$ cat config.mk
export PLATFORM = sky130hd
export DESIGN_NAME = serial_adder
export DESIGN_NICKNAME = d
export VERILOG_FILES = /design/src/rtl/serial_adder_pkg.sv /design/src/rtl/fa_cell.sv /design/src/rtl/serial_adder.sv
export SDC_FILE = /design/constraint.sdc
export NUM_CORES = 1
export LEC_CHECK = 0
export ABC_AREA = 1
export BUFFER_PORTS_ARGS = -buffer_cell sky130_fd_sc_hd__clkbuf_2
export CAP_MARGIN = 10
export CORE_ASPECT_RATIO = 1.75
export CORE_MARGIN = 8
export CORE_UTILIZATION = 38
export CTS_CLUSTER_DIAMETER = 100
export DETAILED_ROUTE_END_ITERATION = 8
export SYNTH_ARGS = -nofsm -noshare
export SYNTH_HDL_FRONTEND = slang
export SYNTH_SLANG_ARGS = --single-unit
$ cat constraint.sdc
create_clock -name clk -period 1.51 [get_ports clk]
set_input_delay 0.302 -clock clk [delete_from_list [all_inputs] [get_ports clk]]
set_output_delay 0.302 -clock clk [all_outputs]
set_load 0.05 [all_outputs]
$ cat src/rtl/serial_adder_pkg.sv
// Shared constants for the bit-serial adder: state encoding, default width and
// the bit-counter width helper.
package serial_adder_pkg;

  localparam int unsigned DEFAULT_WIDTH = 8;

  localparam logic [1:0] IDLE_ENC = 2'd0;
  localparam logic [1:0] RUN_ENC  = 2'd1;
  localparam logic [1:0] DONE_ENC = 2'd2;

  typedef enum logic [1:0] {
    IDLE = IDLE_ENC,
    RUN  = RUN_ENC,
    DONE = DONE_ENC
  } state_t;

  // Bit-counter width: $clog2(w), but never less than one bit.
  function automatic int unsigned cnt_width(input int unsigned w);
    int unsigned r;
    r = 1;
    if (w > 1) r = unsigned'($clog2(w));
    return r;
  endfunction

endpackage

$ cat src/rtl/fa_cell.sv
// Combinational 1-bit full adder, reused every cycle by serial_adder.
module fa_cell (
  input  logic a,
  input  logic b,
  input  logic cin,
  output logic s,
  output logic co
);

  // Sum and carry-out of a single bit position.
  always_comb begin
    s  = a ^ b ^ cin;
    co = (a & b) | (cin & (a ^ b));
  end

endmodule

$ cat src/rtl/serial_adder.sv
// Bit-serial adder: one full-adder cell iterated over WIDTH cycles to form
// {cout,sum} = a + b + cin, with a start/busy/done handshake.
// Optional macro SERIAL_ADDER_SUB_EN adds a sub input (a - b) and a signed
// overflow output ovf.
module serial_adder
  import serial_adder_pkg::*;
#(
  parameter int unsigned WIDTH = DEFAULT_WIDTH
) (
  input  logic             clk,
  input  logic             rst,
  input  logic             start,
  input  logic [WIDTH-1:0] a,
  input  logic [WIDTH-1:0] b,
  input  logic             cin,
`ifdef SERIAL_ADDER_SUB_EN
  input  logic             sub,
  output logic             ovf,
`endif
  output logic             busy,
  output logic             done,
  output logic [WIDTH-1:0] sum,
  output logic             cout
);

  localparam int unsigned     CNT_W    = cnt_width(WIDTH);
  localparam logic [CNT_W-1:0] LAST_BIT = CNT_W'(WIDTH - 1);

  state_t             r_state;
  state_t             w_state_nxt;
  logic [WIDTH-1:0]   r_a_sh;
  logic [WIDTH-1:0]   r_b_sh;
  logic [WIDTH-1:0]   r_sum_sh;
  logic [WIDTH-1:0]   w_sum_sh_nxt;
  logic [WIDTH-1:0]   w_b_load;
  logic               w_carry_load;
  logic               r_carry;
  logic [CNT_W-1:0]   r_cnt;
  logic               r_busy;
  logic               r_done;
  logic [WIDTH-1:0]   r_sum;
  logic               r_cout;
  logic               w_fa_s;
  logic               w_fa_co;
`ifdef SERIAL_ADDER_SUB_EN
  logic               r_cmsb;
  logic               r_ovf;
`endif

  fa_cell u_fa (
    .a   (r_a_sh[0]),
    .b   (r_b_sh[0]),
    .cin (r_carry),
    .s   (w_fa_s),
    .co  (w_fa_co)
  );

  // Next-state logic.
  always_comb begin
    w_state_nxt = r_state;
    unique case (r_state)
      IDLE:    if (start) w_state_nxt = RUN;
      RUN:     if (r_cnt == LAST_BIT) w_state_nxt = DONE;
      DONE:    w_state_nxt = IDLE;
      default: w_state_nxt = IDLE;
    endcase
  end

  // Operand conditioning on load and the shifted partial sum.
  always_comb begin
    w_b_load     = b;
    w_carry_load = cin;
`ifdef SERIAL_ADDER_SUB_EN
    if (sub) begin
      w_b_load     = ~b;
      w_carry_load = 1'b1;
    end
`endif
    w_sum_sh_nxt             = r_sum_sh >> 1;
    w_sum_sh_nxt[WIDTH-1]    = w_fa_s;
  end

  // State register.
  always_ff @(posedge clk) begin
    if (rst) r_state <= IDLE;
    else     r_state <= w_state_nxt;
  end

  // Handshake outputs, registered so busy tracks the state register exactly.
  always_ff @(posedge clk) begin
    if (rst) begin
      r_busy <= 1'b0;
      r_done <= 1'b0;
    end else begin
      r_busy <= (w_state_nxt != IDLE);
      r_done <= (r_state == DONE);
    end
  end

  // Datapath: load operands, shift one bit per RUN cycle, publish in DONE.
  always_ff @(posedge clk) begin
    if (rst) begin
      r_a_sh   <= '0;
      r_b_sh   <= '0;
      r_sum_sh <= '0;
      r_carry  <= 1'b0;
      r_cnt    <= '0;
      r_sum    <= '0;
      r_cout   <= 1'b0;
`ifdef SERIAL_ADDER_SUB_EN
      r_cmsb   <= 1'b0;
      r_ovf    <= 1'b0;
`endif
    end else begin
      unique case (r_state)
        IDLE: begin
          if (start) begin
            r_a_sh  <= a;
            r_b_sh  <= w_b_load;
            r_carry <= w_carry_load;
            r_cnt   <= '0;
          end
        end
        RUN: begin
          r_a_sh   <= r_a_sh >> 1;
          r_b_sh   <= r_b_sh >> 1;
          r_sum_sh <= w_sum_sh_nxt;
          r_carry  <= w_fa_co;
          r_cnt    <= r_cnt + CNT_W'(1);
`ifdef SERIAL_ADDER_SUB_EN
          // Carry entering the MSB, kept for the overflow flag.
          if (r_cnt == LAST_BIT) r_cmsb <= r_carry;
`endif
        end
        DONE: begin
          r_sum  <= r_sum_sh;
          r_cout <= r_carry;
`ifdef SERIAL_ADDER_SUB_EN
          r_ovf  <= r_cmsb ^ r_carry;
`endif
        end
        default: ;
      endcase
    end
  end

  assign busy = r_busy;
  assign done = r_done;
  assign sum  = r_sum;
  assign cout = r_cout;
`ifdef SERIAL_ADDER_SUB_EN
  assign ovf  = r_ovf;
`endif

endmodule

# Yosys cells after proc, flatten, opt, wreduce, memory -nomap -nowiden
# Index checks and enable logic that the tools add are counted.
[classes] add_sub_neg=1 n_mul=0 div=0 magnitude_cmp=0 eq_ne=4 shift=0 n_mux=11 bitwise=5 reduce_logical=4
[op_table] op="one-hot mux 8 bit (2 select lines)" n=2
[op_table] op="two-way mux 8 bit" n=2
[op_table] op="one-hot mux 3 bit (2 select lines)" n=1
[op_table] op="two-way mux 2 bit" n=2
[op_table] op="one-hot mux 2 bit (2 select lines)" n=1
[op_table] op="nonzero test 2 bit" n=2
[op_table] op="adder 3 x 1 -> 3 bit, second input constant" n=1
[op_table] op="equality test 3 bit, second input constant" n=1
[op_table] op="two-way mux 3 bit" n=1
[op_table] op="AND 1 bit" n=2
[op_table] op="equality test 2 x 1 -> 1 bit, second input constant" n=1
[op_table] op="equality test 2 bit, second input constant" n=1
[op_table] op="logical NOT 2 bit" n=1
[op_table] op="!= test 2 bit, second input constant" n=1
[op_table] op="one-hot mux 1 bit (2 select lines)" n=1
[op_table] op="AND reduction 2 bit" n=1
[op_table] op="bitwise XOR 1 bit" n=2
[op_table] op="two-way mux 1 bit" n=1
[op_table] op="bitwise OR 1 bit" n=1
[totals] ff_bits=41 latchBits=0 ramBits=0 mem_bits_ro=0 inputBits=20 out_inout_bits=11 word_cells=35 mem_count=0

# Longest topological paths before layout
# Gate-level depths: netlist of the first run.
[depth] word_depth=4 ltp_mapped=7 mapped_depth_nobuf=6

# By module
# A second synthesis of the first run with hierarchy kept.
[unflattened] hier_cells=242 hier_area_um2=1699.1
[modules_own_cells] module="serial_adder" instances=1 cells_per_inst=241 area_per_inst_um2=1679.1 seq_area_each_um2=820.8
[modules_own_cells] module="fa_cell" instances=1 cells_per_inst=1 area_per_inst_um2=20.0 seq_area_each_um2=0.0

# Worst setup path after synthesis of the first run
# Ideal clock, no wire load.
[synth_path] path_type="register to register" startpoint="register r_state[1]" endpoint="register r_cout, in the netlist cout" setup_time_ps=116 arrival_time_ps=1040 required_ps=1394 path_slack_ps=353 path_stages_with_launch=7 n_path_buf=1 synth_period_minus_slack_ps=1157 cell_sequence="dfxtp_1 -> inv_2 -> buf_2 -> nor2_4 -> clkinv_1 -> nor2_1 -> nor2_1"
[synth_via] elab_chain_len=1
[synth_lines] item="start, declared" line="serial_adder.sv:29" text="state_t r_state;"
[synth_lines] item="start signal, assigned" line="serial_adder.sv:86" text="else r_state <= w_state_nxt;"
[synth_lines] item="equality test 2 bit" line="serial_adder.sv:115" text="unique case (r_state)"
[synth_lines] item="end signal, assigned" line="serial_adder.sv:137" text="r_cout <= r_carry;"
[synth_lines] item="end, declared" line="serial_adder.sv:42" text="logic r_cout;"
# No other way between the ends.
# A chain may end at the register's enable or synchronous reset.

# Final worst setup path of the first run
[layout_path] startpoint="register r_state[0]" endpoint="register r_cout, in the netlist cout"
# Same word-level chain as after synthesis.

==> results.json, run 1 <==
{
  "yosysWarningCount": 0,
  "synth_seq_cells": 41,
  "min_period_ns": 1.24,
  "netlist_area_um2": 1700,
  "internal_power_mw": 1.91,
  "wl_met2_um": 1910,
  "min_path_type": "in -> reg",
  "wl_per_cell_um": 11.2,
  "leakagePower_nw": 1.03,
  "drive_above_1_share": 0.184,
  "ys_types": 17,
  "min_to": "r_a_sh[7]$_SDFFE_PP0P_",
  "drt-initial-drc-count": 41,
  "dpl_cell_area_um2": 1940,
  "finalHoldViolCount": 0,
  "cp_top_family": "buffers and inverters",
  "post_cts_resized": 0,
  "clock_skew_ns": 0.00286,
  "pwr-share-comb": 0.105,
  "cts_root_buf": "clkbuf_8",
  "die_w_um": 66.5,
  "reg2reg_to": "cout$_SDFFE_PP0P_",
  "synth_area_leaders": "dfxtp_1 48%, nor2_1 13%, nand2_1 9.3%",
  "drcViolationCount": 0,
  "path_cells": "buf_4 > nor2_4 > clkinv_1 > nor2_1 > nor2_1",
  "cts-buffers-inserted": 5,
  "vias": 1544,
  "start_util": 0.389,
  "period_share": 0.818,
  "power_frac_seq": 0.476,
  "grt_pass1_wl_um": 6360,
  "rrSetupSlack_ns": 0.27,
  "syn_avg_cell_area_um2": 7.01,
  "yosysSeqAreaShare": 0.484,
  "syn_to_final_growth_pct": 22.3,
  "cp-start-kind": "flop",
  "wl_met1_um": 1530,
  "wl_met3_um": 157,
  "antenna_found_initial": 0,
  "hold_depth": 3,
  "switching_power_mw": 0.564,
  "tritoncts": "built",
  "max_slew.worst_pin.slew_ns": 0.298,
  "io_buffer_count": 30,
  "clkTransAtPathRegs_ns": 0.08,
  "fin_area_um2": 2080,
  "synth_cells": 242,
  "min_from": "a[7]",
  "clkPwrFrac": 0.419,
  "cp_num_buf_inv": 2,
  "crit_start": "r_state[0]$_SDFF_PP0_",
  "cpPeakStageDelay_ns": 0.32,
  "gp_congestion": 0.813,
  "wirelength_um": 3680,
  "rsz0062_at_grt": "no",
  "place_hpwl_um": 2630,
  "cts-hold-fix-buffers": 0,
  "worstPathMaxFanout": 12,
  "rows": 32,
  "highest_layer": "met4",
  "yosys.area.top_type": "dfxtp_1",
  "worstSkewPairLatency_ns": 0.29,
  "num_antenna_cells": 0,
  "power_per_cell_area_nw_per_um2": 1190,
  "finalMaxSlewViolations": 0,
  "setup_viol": 0,
  "synth_top_area_frac": 0.484,
  "cts_setup_buffers": 0,
  "first_global_vias": 1515,
  "criticalPathCategory": "reg -> reg",
  "crit_required_ns": 1.70,
  "die_h_um": 104,
  "die_area_um2": 6940,
  "slowest_stage": "dfxtp_1",
  "maxCapViolCount": 0,
  "nets": 299,
  "max_freq_ghz": 0.809,
  "firstDrtPassIters": 4,
  "arrival_ns": 1.42,
  "p_sw_frac": 0.228,
  "r2r_cells": 5,
  "syn-num-nets": 265,
  "grt_start_max_net_pins": 27,
  "clk_path_buf_depth": 2,
  "grt_usage": 0.115,
  "avgViaCountPerCell": 4.71,
  "p_total_mw": 2.47,
  "ir_worst_vdd_mv": 0.823,
  "final_cell_mix": "58 x nor2_1, 42 x nand2_1, 41 x dfxtp_1",
  "h-tree-depth": 2,
  "ant_nets": 0,
  "cpMostUsedCell": "nor2_1",
  "fillers": 477,
  "endpoint_kind": "flop",
  "timing.rr.start": "r_state[0]$_SDFF_PP0_",
  "core_area_um2": 4360,
  "grt_overflow": 0,
  "outcome": "complete, no violations",
  "max_slew_margin": 0.800,
  "pin_count": 31,
  "setup-tns-final_ns": 0,
  "final_common_cell": "nor2_1",
  "cts.sinks": 41
}
==> worst max-delay path by stage <==
stage	endpoint	slack (ns)	depth (start not counted)
final	cout$_SDFFE_PP0P_	0.27	5
after global routing	r_b_sh[6]$_SDFFE_PP0P_	0.10	8
after CTS	cout$_SDFFE_PP0P_	0.26	5
after detailed placement	r_b_sh[4]$_SDFFE_PP0P_	0.28	8
after global placement	cout$_SDFFE_PP0P_	0.29	5
after floorplan	cout$_SDFFE_PP0P_	0.35	6
==> layer usage <==
layer	GRT usage	vias up
met1	0.112	699
met5	0	-
met3	0.0334	7
met2	0.206	21
met4	0.0599	0
li1	-	817
==> synth_stat cells <==
cell	number
o21ai_1	8
a21oi_1	13
nor2_1	58
inv_1	24
ha_1	2
clkbuf_1	7
inv_2	2
nor2_4	1
fa_1	1
nor3_1	1
o21ai_0	18
dfxtp_1	41
nand2_1	42
nand3_1	16
buf_2	6
and3_1	1
clkinv_1	1
==> cell families after synthesis <==
| kind of cell | synth area share |
|---|---|
| simple gates | 0.282 |
| flops | 0.484 |
| buf+inv | 0.0929 |
| compound gates | 0.115 |
| fa+ha+maj | 0.0265 |
==> power by group through the flow <==
stage / clock (mW) / sequential [mW] / combinational [mW]
after detailed placement: 0 / 1.20 / 0.264
final: 1.04 / 1.18 / 0.260
after global routing: 1.12 / 1.18 / 0.303
after global placement: 0 / 1.20 / 0.261
after floorplan: 0 / 1.20 / 0.174
after CTS: 1.07 / 1.18 / 0.264
==> final cells by class <==
type	count	area (um^2)	area share
Clock buffer	5	68.8	0.0332
Clock inverter	3	65.1	0.0313
Sequential cell	41	821	0.395
Multi-Input combinational cell	161	718	0.346
Inverter	27	101	0.0488
Tap cell	51	63.8	0.0307
Timing Repair Buffer	40	238	0.115
==> state kept, by name, summed over array words and instances (netlist names) <==
register,count
r_a_sh,8
busy,1
r_carry,1
done,1
r_b_sh,8
r_cnt,3
r_state,2
sum,8
r_sum_sh,8
cout,1
==> per-stage QoR <==
stage | utilization | std cells | hold slack [ns] | worst slack [ns]
4_1_cts | 0.476 | 328 | 0.215 | 0.259
2_1_floorplan | - | 242 | 0.419 | 0.353
3_3_place_gp | 0.445 | 320 | 0.427 | 0.286
5_1_grt | 0.476 | 328 | 0.243 | 0.101
6_report | 0.476 | 328 | 0.225 | 0.275
3_5_place_dp | 0.445 | 320 | 0.433 | 0.276
==> worst reg2reg max path: stages (launching register included) <==
cell and delay (ns):
dfxtp_1 0.32, buf_4 0.18, nor2_4 0.11, clkinv_1 0.26
nor2_1 0.20, nor2_1 0.06
(Power assumes the default switching activity.)
==> run 2, diff against run 1 <==
--- a/config.mk
+++ b/config.mk
@@ -5,7 +5,7 @@
 export SDC_FILE = /design/constraint.sdc
 export NUM_CORES = 1
 export LEC_CHECK = 0
-export ABC_AREA = 1
+export ABC_AREA = 0
 export BUFFER_PORTS_ARGS = -buffer_cell sky130_fd_sc_hd__clkbuf_2
 export CAP_MARGIN = 10
 export CORE_ASPECT_RATIO = 1.75
==> constraint.sdc (replaced) <==
create_clock -name clk -period 1.2 [get_ports clk]
set_input_delay 0.24 -clock clk [delete_from_list [all_inputs] [get_ports clk]]
set_output_delay 0.24 -clock clk [all_outputs]
set_load 0.05 [all_outputs]
==> results.json, run 2 <==
{
  "period_share": 0.951,
  "tritoncts": "built",
  "cts.sinks": 41,
  "pin_count": 31,
  "finalHoldViolCount": 0,
  "syn_to_final_growth_pct": 20.8,
  "max_slew.worst_pin.slew_ns": 0.375,
  "die_h_um": 103,
  "path_cells": "clkbuf_2",
  "grt_pass1_wl_um": 5170,
  "outcome": "complete, no violations",
  "synth_ff_type": "dfxtp_1",
  "firstDrtPassIters": 3,
  "max_slew_margin": 0.750,
  "max_freq_ghz": 0.877,
  "cpPeakStageDelay_ns": 0.33,
  "worstSkewPairLatency_ns": 0.29,
  "cp-start-kind": "flop",
  "dpl_cell_area_um2": 1820,
  "cp_top_family": "flip-flops",
  "p_total_mw": 2.66,
  "place_ws_ns": 0.0620,
  "rsz0062_at_grt": "no",
  "synth_top_area_frac": 0.505,
  "fin_area_um2": 1960,
  "num_antenna_cells": 0,
  "setup_viol": 0,
  "maxCapViolCount": 0,
  "rows": 31,
  "grt_start_max_net_pins": 31,
  "finalMaxSlewViolations": 0,
  "crit_required_ns": 0.96,
  "grt_usage": 0.0982,
  "utilization": 0.477,
  "min_path_type": "in -> reg",
  "cts_setup_buffers": 0,
  "yosysSeqAreaShare": 0.505,
  "start_util": 0.395,
  "arrival_ns": 0.90,
  "vias": 1269,
  "cts_root_buf": "clkbuf_8",
  "grt_overflow": 0,
  "ir_worst_vdd_mv": 1.01,
  "netlist_area_um2": 1630,
  "leakagePower_nw": 0.808,
  "syn-num-nets": 198,
  "antenna_found_initial": 0,
  "slowest_stage": "dfxtp_1",
  "die_w_um": 65.4,
  "avgViaCountPerCell": 5.00,
  "worstPathMaxFanout": 2,
  "cts-buffers-inserted": 5,
  "clk_path_buf_depth": 2,
  "place_hpwl_um": 2230,
  "yosys.area.top_type": "dfxtp_1",
  "yosysWarningCount": 0,
  "drive_above_1_share": 0.249,
  "first_global_vias": 1200,
  "gp_congestion": 0.705,
  "drcViolationCount": 0,
  "synth_seq_cells": 41,
  "nets": 228,
  "min_period_ns": 1.14,
  "synth_cells": 175,
  "io_buffer_count": 30,
  "synth_area_leaders": "dfxtp_1 51%, mux2i_1 9.9%, nand2_1 7.9%",
  "ys_top_cells_by_count": "41 x dfxtp_1, 34 x nand2_1, 22 x nor2_1",
  "synth_edf_count": 0,
  "die_area_um2": 6710,
  "setup_ws_ns": 0.0592,
  "endpoint_kind": "output port",
  "setup-tns-final_ns": 0,
  "ys_types": 20,
  "wl_per_cell_um": 12.7,
  "clock_skew_ns": 0.00323,
  "final_cell_mix": "38 x dfxtp_1, 34 x nand2_1, 30 x clkbuf_2",
  "clkTransAtPathRegs_ns": 0.07,
  "wirelength_um": 3230,
  "ys_async_sr_fraction": 0,
  "final_common_cell": "dfxtp_1",
  "ant_nets": 0,
  "drt-initial-drc-count": 27,
  "fillers": 428,
  "yosysMostFrequentCell": "dfxtp_1",
  "cp_num_buf_inv": 1,
  "syn_avg_cell_area_um2": 9.29,
  "criticalPathCategory": "reg -> out",
  "h-tree-depth": 2,
  "power_per_cell_area_nw_per_um2": 1350,
  "cts-hold-fix-buffers": 0,
  "core_area_um2": 4110
}
==> run 2: cell type report <==
cell class | instances | area (um^2) | share of cell area
clock buffer | 7 | 86.3 | 0.0440
timing repair buffer | 37 | 249 | 0.127
multi-input combinational | 120 | 742 | 0.378
sequential | 41 | 825 | 0.420
tap | 49 | 61.3 | 0.0312
==> run 2: final timing paths <==
| kind | from | endpoint | slack, ns | depth (start not counted) |
|---|---|---|---|---|
| setup / recovery | sum[6]$_SDFFE_PP0P_ | sum[6] | 0.06 | 1 |
| hold / removal | a[7] | r_a_sh[7]$_SDFFE_PP0P_ | 0.19 | 3 |
| setup reg to reg | r_carry$_SDFFE_PP0P_ | r_carry$_SDFFE_PP0P_ | 0.08 | 3 |
| hold reg to reg | sum[5]$_SDFFE_PP0P_ | sum[5]$_SDFFE_PP0P_ | 0.45 | 2 |
==> run 2: timing repair <==
item,in CTS,in global routing
resized for setup,0,9
endpoints found under the setup margin,0,10
hold endpoints to repair,0,0
==> run 2: cell families after synthesis <==
family                   share of synthesized area
buffers and inverters                       0.0547
AO/OA/AOI/OAI                                0.158
flip-flops                                   0.505
AND/OR/NAND/NOR                              0.156
adder cells (fa/ha/maj)                     0.0277
multiplexers                                0.0985
==> run 2: metal layers <==
layer  part of all wire  track usage  up-vias
li1                   -            -      656
met1               0.45        0.107      581
met2               0.47        0.156       27
met3              0.058       0.0413        5
met4              0.021       0.0557        0
met5                  0            0        -
==> run 2: power breakdown <==
part | switching, mW | leakage (nW) | total [mW] | internal [mW]
clock | 0.444 | 0.0443 | 0.901 | 0.456
sequential | 0.0376 | 0.336 | 1.46 | 1.42
combinational | 0.152 | 0.427 | 0.297 | 0.145
total | 0.634 | 0.808 | 2.66 | 2.02
==> run 2: through the flow <==
step           hold WS [ns]  cells
3_3_place_gp          0.443    246
6_report              0.187    254
5_1_grt               0.202    254
3_5_place_dp          0.449    246
2_1_floorplan         0.388    175
4_1_cts               0.181    253
